$ cat src/rtl/fp_addsub_seq.sv
// Sequential IEEE-754 adder/subtractor. One operation at a time: operands are
// accepted in IDLE, walk through ALIGN/COMP/ADD/NORM/ROUND (or bypass straight
// to DONE for zero/inf/NaN operands), and the result is held in DONE until the
// consumer takes it. Denormal inputs are flushed to zero; rounding is RNE.
module fp_addsub_seq #(
   parameter int SIG_BITS = 23,
   parameter int EXP_BITS = 8,
   localparam int W = 1 + EXP_BITS + SIG_BITS
) (
   input  logic         clk,
   input  logic         rst_n,
   input  logic         in_valid,
   output logic         in_ready,
   input  logic [W-1:0] op_a,
   input  logic [W-1:0] op_b,
   input  logic         sub,
   output logic         out_valid,
   input  logic         out_ready,
   output logic [W-1:0] result,
   output logic         busy
);

   // Extended mantissa {hidden, fraction, G, R, S} and shift counter widths
   localparam int M  = SIG_BITS + 4;
   localparam int CW = $clog2(M + 1);

   localparam logic [EXP_BITS-1:0] M_E      = EXP_BITS'(M);
   localparam logic [CW-1:0]       CNT_ONE  = {{(CW-1){1'b0}}, 1'b1};
   localparam logic [EXP_BITS:0]   E_ONE    = {{EXP_BITS{1'b0}}, 1'b1};
   localparam logic [EXP_BITS:0]   E_MAX    = {1'b0, {EXP_BITS{1'b1}}};
   localparam logic [M-1:0]        M_ONE    = {{(M-1){1'b0}}, 1'b1};
   localparam logic [W-1:0]        QNAN     = {1'b0, {EXP_BITS{1'b1}}, 1'b1, {(SIG_BITS-1){1'b0}}};

   typedef enum logic [2:0] {IDLE, ALIGN, COMP, ADD, NORM, ROUND, DONE} state_t;

   state_t              state_reg, state_next;
   logic [M-1:0]        mant_a_reg, mant_a_next;
   logic [M-1:0]        mant_b_reg, mant_b_next;
   logic [M:0]          sum_reg, sum_next;
   logic [EXP_BITS:0]   exp_reg, exp_next;
   logic                sign_reg, sign_next;
   logic                eff_sub_reg, eff_sub_next;
   logic [CW-1:0]       shift_cnt_reg, shift_cnt_next;
   logic [W-1:0]        result_reg, result_next;

   // Operand decode at the accept point
   logic                sign_a, sign_b_eff;
   logic [EXP_BITS-1:0] exp_a, exp_b, exp_big, exp_small, exp_diff;
   logic [SIG_BITS-1:0] frac_a, frac_b, frac_big, frac_small;
   logic                a_ones, b_ones, a_zero, b_zero, a_nan, b_nan;
   logic                swap, special, sign_big;
   logic [W-1:0]        bypass_res;

   assign sign_a     = op_a[W-1];
   assign sign_b_eff = op_b[W-1] ^ sub;
   assign exp_a      = op_a[W-2:SIG_BITS];
   assign exp_b      = op_b[W-2:SIG_BITS];
   assign frac_a     = op_a[SIG_BITS-1:0];
   assign frac_b     = op_b[SIG_BITS-1:0];
   assign a_ones     = &exp_a;
   assign b_ones     = &exp_b;
   assign a_zero     = ~|exp_a;
   assign b_zero     = ~|exp_b;
   assign a_nan      = a_ones & (|frac_a);
   assign b_nan      = b_ones & (|frac_b);
   assign special    = a_ones | b_ones | a_zero | b_zero;

   // Larger magnitude always goes to A; ties keep the original order
   assign swap       = op_b[W-2:0] > op_a[W-2:0];
   assign exp_big    = swap ? exp_b : exp_a;
   assign exp_small  = swap ? exp_a : exp_b;
   assign frac_big   = swap ? frac_b : frac_a;
   assign frac_small = swap ? frac_a : frac_b;
   assign sign_big   = swap ? sign_b_eff : sign_a;
   assign exp_diff   = exp_big - exp_small;

   // Result for operands that never enter the arithmetic path
   always_comb begin
      bypass_res = {sign_a, op_a[W-2:0]};
      if (a_nan || b_nan)
         bypass_res = QNAN;
      else if (a_ones && b_ones)
         bypass_res = (sign_a != sign_b_eff) ? QNAN : {sign_a, op_a[W-2:0]};
      else if (a_ones)
         bypass_res = {sign_a, op_a[W-2:0]};
      else if (b_ones)
         bypass_res = {sign_b_eff, op_b[W-2:0]};
      else if (a_zero && b_zero)
         bypass_res = {sign_a & sign_b_eff, {(W-1){1'b0}}};
      else if (a_zero)
         bypass_res = {sign_b_eff, op_b[W-2:0]};
   end

   // Datapath helpers for ADD and ROUND
   logic [M:0]          sum_add, sum_eff;
   logic [M-1:0]        rnd_m;
   logic                round_up, rnd_carry;
   logic [SIG_BITS+1:0] mant_rnd;
   logic [EXP_BITS:0]   exp_rnd;
   logic [SIG_BITS-1:0] frac_rnd;

   assign sum_add   = {1'b0, mant_a_reg} + {1'b0, mant_b_reg};
   assign sum_eff   = eff_sub_reg ? {1'b0, sum_add[M-1:0]} : sum_add;
   assign rnd_m     = sum_reg[M-1:0];
   assign round_up  = rnd_m[2] & (rnd_m[1] | rnd_m[0] | rnd_m[3]);
   assign mant_rnd  = {1'b0, rnd_m[M-1:3]} + {{(SIG_BITS+1){1'b0}}, round_up};
   assign rnd_carry = mant_rnd[SIG_BITS+1];
   assign exp_rnd   = rnd_carry ? exp_reg + E_ONE : exp_reg;
   assign frac_rnd  = rnd_carry ? mant_rnd[SIG_BITS:1] : mant_rnd[SIG_BITS-1:0];

   // Next-state and datapath update for every state
   always_comb begin
      state_next     = state_reg;
      mant_a_next    = mant_a_reg;
      mant_b_next    = mant_b_reg;
      sum_next       = sum_reg;
      exp_next       = exp_reg;
      sign_next      = sign_reg;
      eff_sub_next   = eff_sub_reg;
      shift_cnt_next = shift_cnt_reg;
      result_next    = result_reg;
      case (state_reg)
         IDLE: begin
            if (in_valid) begin
               if (special) begin
                  result_next = bypass_res;
                  state_next  = DONE;
               end else begin
                  mant_a_next    = {1'b1, frac_big, 3'b000};
                  mant_b_next    = {1'b1, frac_small, 3'b000};
                  exp_next       = {1'b0, exp_big};
                  sign_next      = sign_big;
                  eff_sub_next   = sign_a ^ sign_b_eff;
                  shift_cnt_next = (exp_diff >= M_E) ? CW'(M) : exp_diff[CW-1:0];
                  state_next     = ALIGN;
               end
            end
         end
         ALIGN: begin
            if (shift_cnt_reg != '0) begin
               mant_b_next    = {1'b0, mant_b_reg[M-1:2], mant_b_reg[1] | mant_b_reg[0]};
               shift_cnt_next = shift_cnt_reg - CNT_ONE;
            end
            if (shift_cnt_reg <= CNT_ONE)
               state_next = COMP;
         end
         COMP: begin
            if (eff_sub_reg)
               mant_b_next = ~mant_b_reg + M_ONE;
            state_next = ADD;
         end
         ADD: begin
            if (sum_eff == '0) begin
               result_next = '0;
               state_next  = DONE;
            end else begin
               sum_next   = sum_eff;
               state_next = NORM;
            end
         end
         NORM: begin
            if (sum_reg[M]) begin
               sum_next   = {1'b0, sum_reg[M:2], sum_reg[1] | sum_reg[0]};
               exp_next   = exp_reg + E_ONE;
               state_next = ROUND;
            end else if (sum_reg[M-1]) begin
               state_next = ROUND;
            end else begin
               sum_next = {sum_reg[M-1:0], 1'b0};
               exp_next = exp_reg - E_ONE;
               if (exp_reg == E_ONE) begin
                  result_next = {sign_reg, {(W-1){1'b0}}};
                  state_next  = DONE;
               end else if (sum_reg[M-2]) begin
                  state_next = ROUND;
               end
            end
         end
         ROUND: begin
            exp_next = exp_rnd;
            if (exp_rnd >= E_MAX)
               result_next = {sign_reg, {EXP_BITS{1'b1}}, {SIG_BITS{1'b0}}};
            else
               result_next = {sign_reg, exp_rnd[EXP_BITS-1:0], frac_rnd};
            state_next = DONE;
         end
         DONE: begin
            if (out_ready)
               state_next = IDLE;
         end
         default: state_next = IDLE;
      endcase
   end

   // State register
   always_ff @(posedge clk or negedge rst_n) begin
      if (!rst_n)
         state_reg <= IDLE;
      else
         state_reg <= state_next;
   end

   // Datapath registers
   always_ff @(posedge clk or negedge rst_n) begin
      if (!rst_n) begin
         mant_a_reg    <= '0;
         mant_b_reg    <= '0;
         sum_reg       <= '0;
         exp_reg       <= '0;
         sign_reg      <= 1'b0;
         eff_sub_reg   <= 1'b0;
         shift_cnt_reg <= '0;
         result_reg    <= '0;
      end else begin
         mant_a_reg    <= mant_a_next;
         mant_b_reg    <= mant_b_next;
         sum_reg       <= sum_next;
         exp_reg       <= exp_next;
         sign_reg      <= sign_next;
         eff_sub_reg   <= eff_sub_next;
         shift_cnt_reg <= shift_cnt_next;
         result_reg    <= result_next;
      end
   end

   assign in_ready  = (state_reg == IDLE);
   assign out_valid = (state_reg == DONE);
   assign busy      = (state_reg != IDLE);
   assign result    = result_reg;

endmodule

$ cat config.mk
export PLATFORM = sky130hd
export DESIGN_NAME = fp_addsub_seq
export DESIGN_NICKNAME = d
export VERILOG_FILES = /design/src/rtl/fp_addsub_seq.sv
export SDC_FILE = /design/constraint.sdc
export NUM_CORES = 1
export LEC_CHECK = 0
export CAP_MARGIN = 20
export CELL_PAD_IN_SITES_DETAIL_PLACEMENT = 1
export CELL_PAD_IN_SITES_GLOBAL_PLACEMENT = 1
export CORE_ASPECT_RATIO = 0.8
export CORE_MARGIN = 4
export CORE_UTILIZATION = 40
export DETAILED_ROUTE_END_ITERATION = 10
export PLACE_DENSITY = 0.87
export SLEW_MARGIN = 10
export SYNTH_ARGS = -nofsm -noshare
export SYNTH_HDL_FRONTEND = slang
export SYNTH_SLANG_ARGS = --single-unit
$ cat constraint.sdc
create_clock -name clk -period 4.3 [get_ports clk]
set_input_delay 0.645 -clock clk [delete_from_list [all_inputs] [get_ports clk]]
set_output_delay 0.645 -clock clk [all_outputs]
set_load 0.1 [all_outputs]
==> results.json <==
{
  "status": "finished clean",
  "cts_num_sinks": 130,
  "ctsLongestPathBuffers": 2,
  "fin_crit_sh": 0.969,
  "slowest_delay_ps": 530,
  "postSynthCellCount": 1534,
  "p_seq_frac": 0.224,
  "routedWlPerCell_um": 24.4,
  "fin_cells": 2106,
  "die_h_um": 163,
  "hold_class": "in -> async",
  "synth.distinct_cells": 87,
  "max_cap_viol_count": 0,
  "vias_per_cell": 6.44,
  "worst_slack_ps": 135,
  "synth_edf_count": 0,
  "nets": 1852,
  "drt-met1-wl_um": 23200,
  "ctsHoldBuffers": 0,
  "core-area_sq_um": 29400,
  "postLayoutCoreUtil": 0.510,
  "multi_input_area_sq_um": 8220,
  "insertion_delay_ps": 440,
  "r2r-start": "mant_b_reg[6]$_DFFE_PN0P_",
  "die_width_um": 201,
  "met2_wirelength_um": 22500,
  "finalHoldViolCount": 0,
  "crit_slowest_cell": "clkdlybuf4s50_1",
  "pre_cts_ws_ps": -254,
  "max_freq_ghz": 0.240,
  "routabilityCongestion": 0.960,
  "port_buffers": 103,
  "vias": 13600,
  "grt_pass1_vias": 13600,
  "cpMostUsedCell": "buf_4",
  "p_sw_mw": 6.75,
  "netlist_area_sq_um": 11900,
  "cts_tree": "done",
  "swShare": 0.556,
  "die-area_sq_um": 32700,
  "track_usage": 0.308,
  "ys_seq_area_frac": 0.273,
  "dp.cells": 2071,
  "ir_drop_v": 0.000371,
  "firstDrtPassIters": 5,
  "power.internal_mw": 5.38,
  "drt_iter0_drc": 1561,
  "drive_gt1_frac": 0.141,
  "grt_pass1_wl_um": 79600,
  "largest_reg_flops": 32,
  "root_buffer": "clkbuf_16",
  "path_max_fanout": 5,
  "ys_dominant_reg_cell": "dfrtp_1",
  "synth_seq_cells": 130,
  "pin_count": 104,
  "grt_max_degree": 76,
  "setup_viol": 0,
  "ys_async_sr_fraction": 1.00,
  "register_area_sq_um": 3250,
  "drc_errors": 0,
  "antenna_found_initial": 3,
  "ant_nets": 0,
  "finalSetupTns_ps": 0,
  "cts_buffers": 17,
  "whs_ps": 249,
  "crit_type": "in -> reg",
  "cp-startpoint": "op_a[11]",
  "syn_area_per_cell_sq_um": 7.78,
  "leakage_nw": 6.29,
  "wl_met3_um": 4460,
  "rows": 56,
  "critPathCaptureType": "flip-flop",
  "report.final.slew_viol_count": 0,
  "wl_um": 51400,
  "powerDensity_nw_per_um2": 810,
  "initial_core_util": 0.407,
  "fillerInstances": 3578,
  "top_layer": "met5",
  "slew_headroom": 0.322,
  "worst_slew_pin_slew_ps": 1010,
  "post-route-min-period_ps": 4160,
  "h-tree-depth": 4,
  "dp_hpwl_um": 39400,
  "crit_required_ps": 4610,
  "yosys_warnings": 0,
  "syn_to_final_growth_pct": 25.4,
  "overflow": 0,
  "crit_arrival_ps": 4480,
  "finClkSkew_ps": 9.78,
  "comb_power_share": 0.662,
  "clk_pin_slew_worst_paths_ps": 60,
  "clockPowerShare": 0.114,
  "startpoint_type": "input pin",
  "cp_cell_sequence": "clkdlybuf4s50_1 > inv_1 > ha_1 > nand4_1 > buf_4 > inv_1 > a221o_1 > o21a_1 > nor2_4 > buf_4 > a22oi_2 > ha_2 > nand2_1 > nand2_1 > a21o_1 > a31oi_1 > mux2i_1 > a21oi_2 > xnor2_2 > a2111oi_4 > buf_4 > a221o_1",
  "syn_nets": 1669
}
## power groups by stage
stage,registers (mW),logic [mW],clock network (mW)
after floorplan,3.37,4.68,0
final,2.71,8.03,1.38
after global routing,2.79,8.61,1.44
after detailed placement,2.69,7.73,0
after CTS,2.68,7.82,1.39
after global placement,2.62,7.43,0
## layer usage
layer,GRT usage,vias to the layer above
met3,0.0599,101
met2,0.473,647
met4,0.0860,4
li1,-,6048
met1,0.443,6762
met5,0,-
## synthesized netlist by cell type, types with 6 or more instances
master | instances | area, sq um
nor4_1 | 26 | 163
a32o_1 | 8 | 80.1
a32oi_1 | 6 | 52.6
or4_1 | 11 | 82.6
nor3_1 | 40 | 200
nor2b_1 | 12 | 75.1
a221oi_1 | 20 | 175
o22ai_1 | 20 | 125
o21ai_1 | 13 | 65.1
dfrtp_1 | 130 | 3250
o21a_1 | 12 | 90.1
o31ai_1 | 6 | 45.0
nor3b_1 | 13 | 97.6
or3_1 | 8 | 50.1
mux2_2 | 6 | 67.6
a311oi_1 | 8 | 70.1
a22oi_1 | 19 | 143
buf_2 | 14 | 70.1
nand2_1 | 125 | 469
nor2_1 | 185 | 694
and3_1 | 21 | 131
inv_1 | 66 | 248
and4_1 | 7 | 61.3
mux2i_1 | 13 | 130
buf_1 | 13 | 48.8
a21oi_1 | 162 | 811
or2_2 | 6 | 37.5
a21o_1 | 16 | 120
o211ai_1 | 8 | 60.1
and2_1 | 8 | 50.1
nand3_1 | 23 | 115
a211oi_1 | 22 | 165
xor2_1 | 33 | 289
xnor2_1 | 35 | 307
nand2b_1 | 9 | 56.3
a31oi_1 | 20 | 125
a22o_1 | 8 | 70.1
clkbuf_1 | 62 | 233
o221ai_1 | 7 | 61.3
nand4_1 | 29 | 181
ha_1 | 65 | 813
mux2_1 | 44 | 495
o21ai_0 | 93 | 465
## cells in the final DEF (no fill, tap or decap), types with 23 or more instances in the layout
master             n
mux2_1            44
nor4_1            23
a21oi_1          158
nand4_1           29
clkdlybuf4s50_1   97
nor2_1           183
xnor2_1           34
nor3_1            39
inv_1             65
o21ai_0           93
xor2_1            33
nand2_1          124
dfrtp_1          130
buf_4            157
ha_1              56
## worst paths after layout
path                                           endpoint  slack, ps  cells after the start
max                        shift_cnt_reg[2]$_DFFE_PN0P_        140                     22
min                              exp_reg[6]$_DFFE_PN0P_        250                      1
max reg2reg                       result[5]$_DFFE_PN0P_        190                     12
min reg2reg                        sign_reg$_DFFE_PN0P_        490                      2
max in group asynchronous       sum_reg[12]$_DFFE_PN0P_       3120                      2
min in group clk                   sign_reg$_DFFE_PN0P_        490                      2
## critical path: cells and delay by family
kind                       cells  cell delay, ps
AOI/OAI and AO/OA              8            1520
and+or+nand+nor                4             420
adders and majority gates      2             500
muxes                          1             110
buffers and inverters          6            1120
xor gates and xnor gates       1             160
## metrics by stage
stage / power [mW] / area [sq um]
after floorplan: 8.04 / 11900
after global placement: 10.1 / 14200
after detailed placement: 10.4 / 14200
after CTS: 11.9 / 14800
after global routing: 12.8 / 15000
final: 12.1 / 15000
## cell type report
class	instances	share of cell area
multi-input cells	1242	0.549
flip-flops and latches	130	0.217
repair buffers	260	0.150
clock buffers	23	0.0326
well taps	377	0.0315
inverters	66	0.0165
clock inverters	7	0.00351
diodes	1	0.000167
## kinds of logic (layout without fill, tap and decap cells)
family                     after synthesis  count (layout)  synth area share
and+or+nand+nor                        543             543             0.221
AOI/OAI and AO/OA                      502             502             0.273
buffers and inverters                  162             356            0.0556
DFF                                    130             130             0.273
xor gates and xnor gates                68              68            0.0499
adders and majority gates               66              66            0.0698
muxes                                   63              63            0.0581
other                                    0               1                 0
## what timing repair did
action / 4_1_cts / 5_1_grt
resized for setup: 0 / 25
endpoints found under the hold margin: 0 / 0
setup endpoints to repair: 0 / 27
buffers inserted: 0 / 4
No activity file was read; power rests on OpenSTA's default activity.
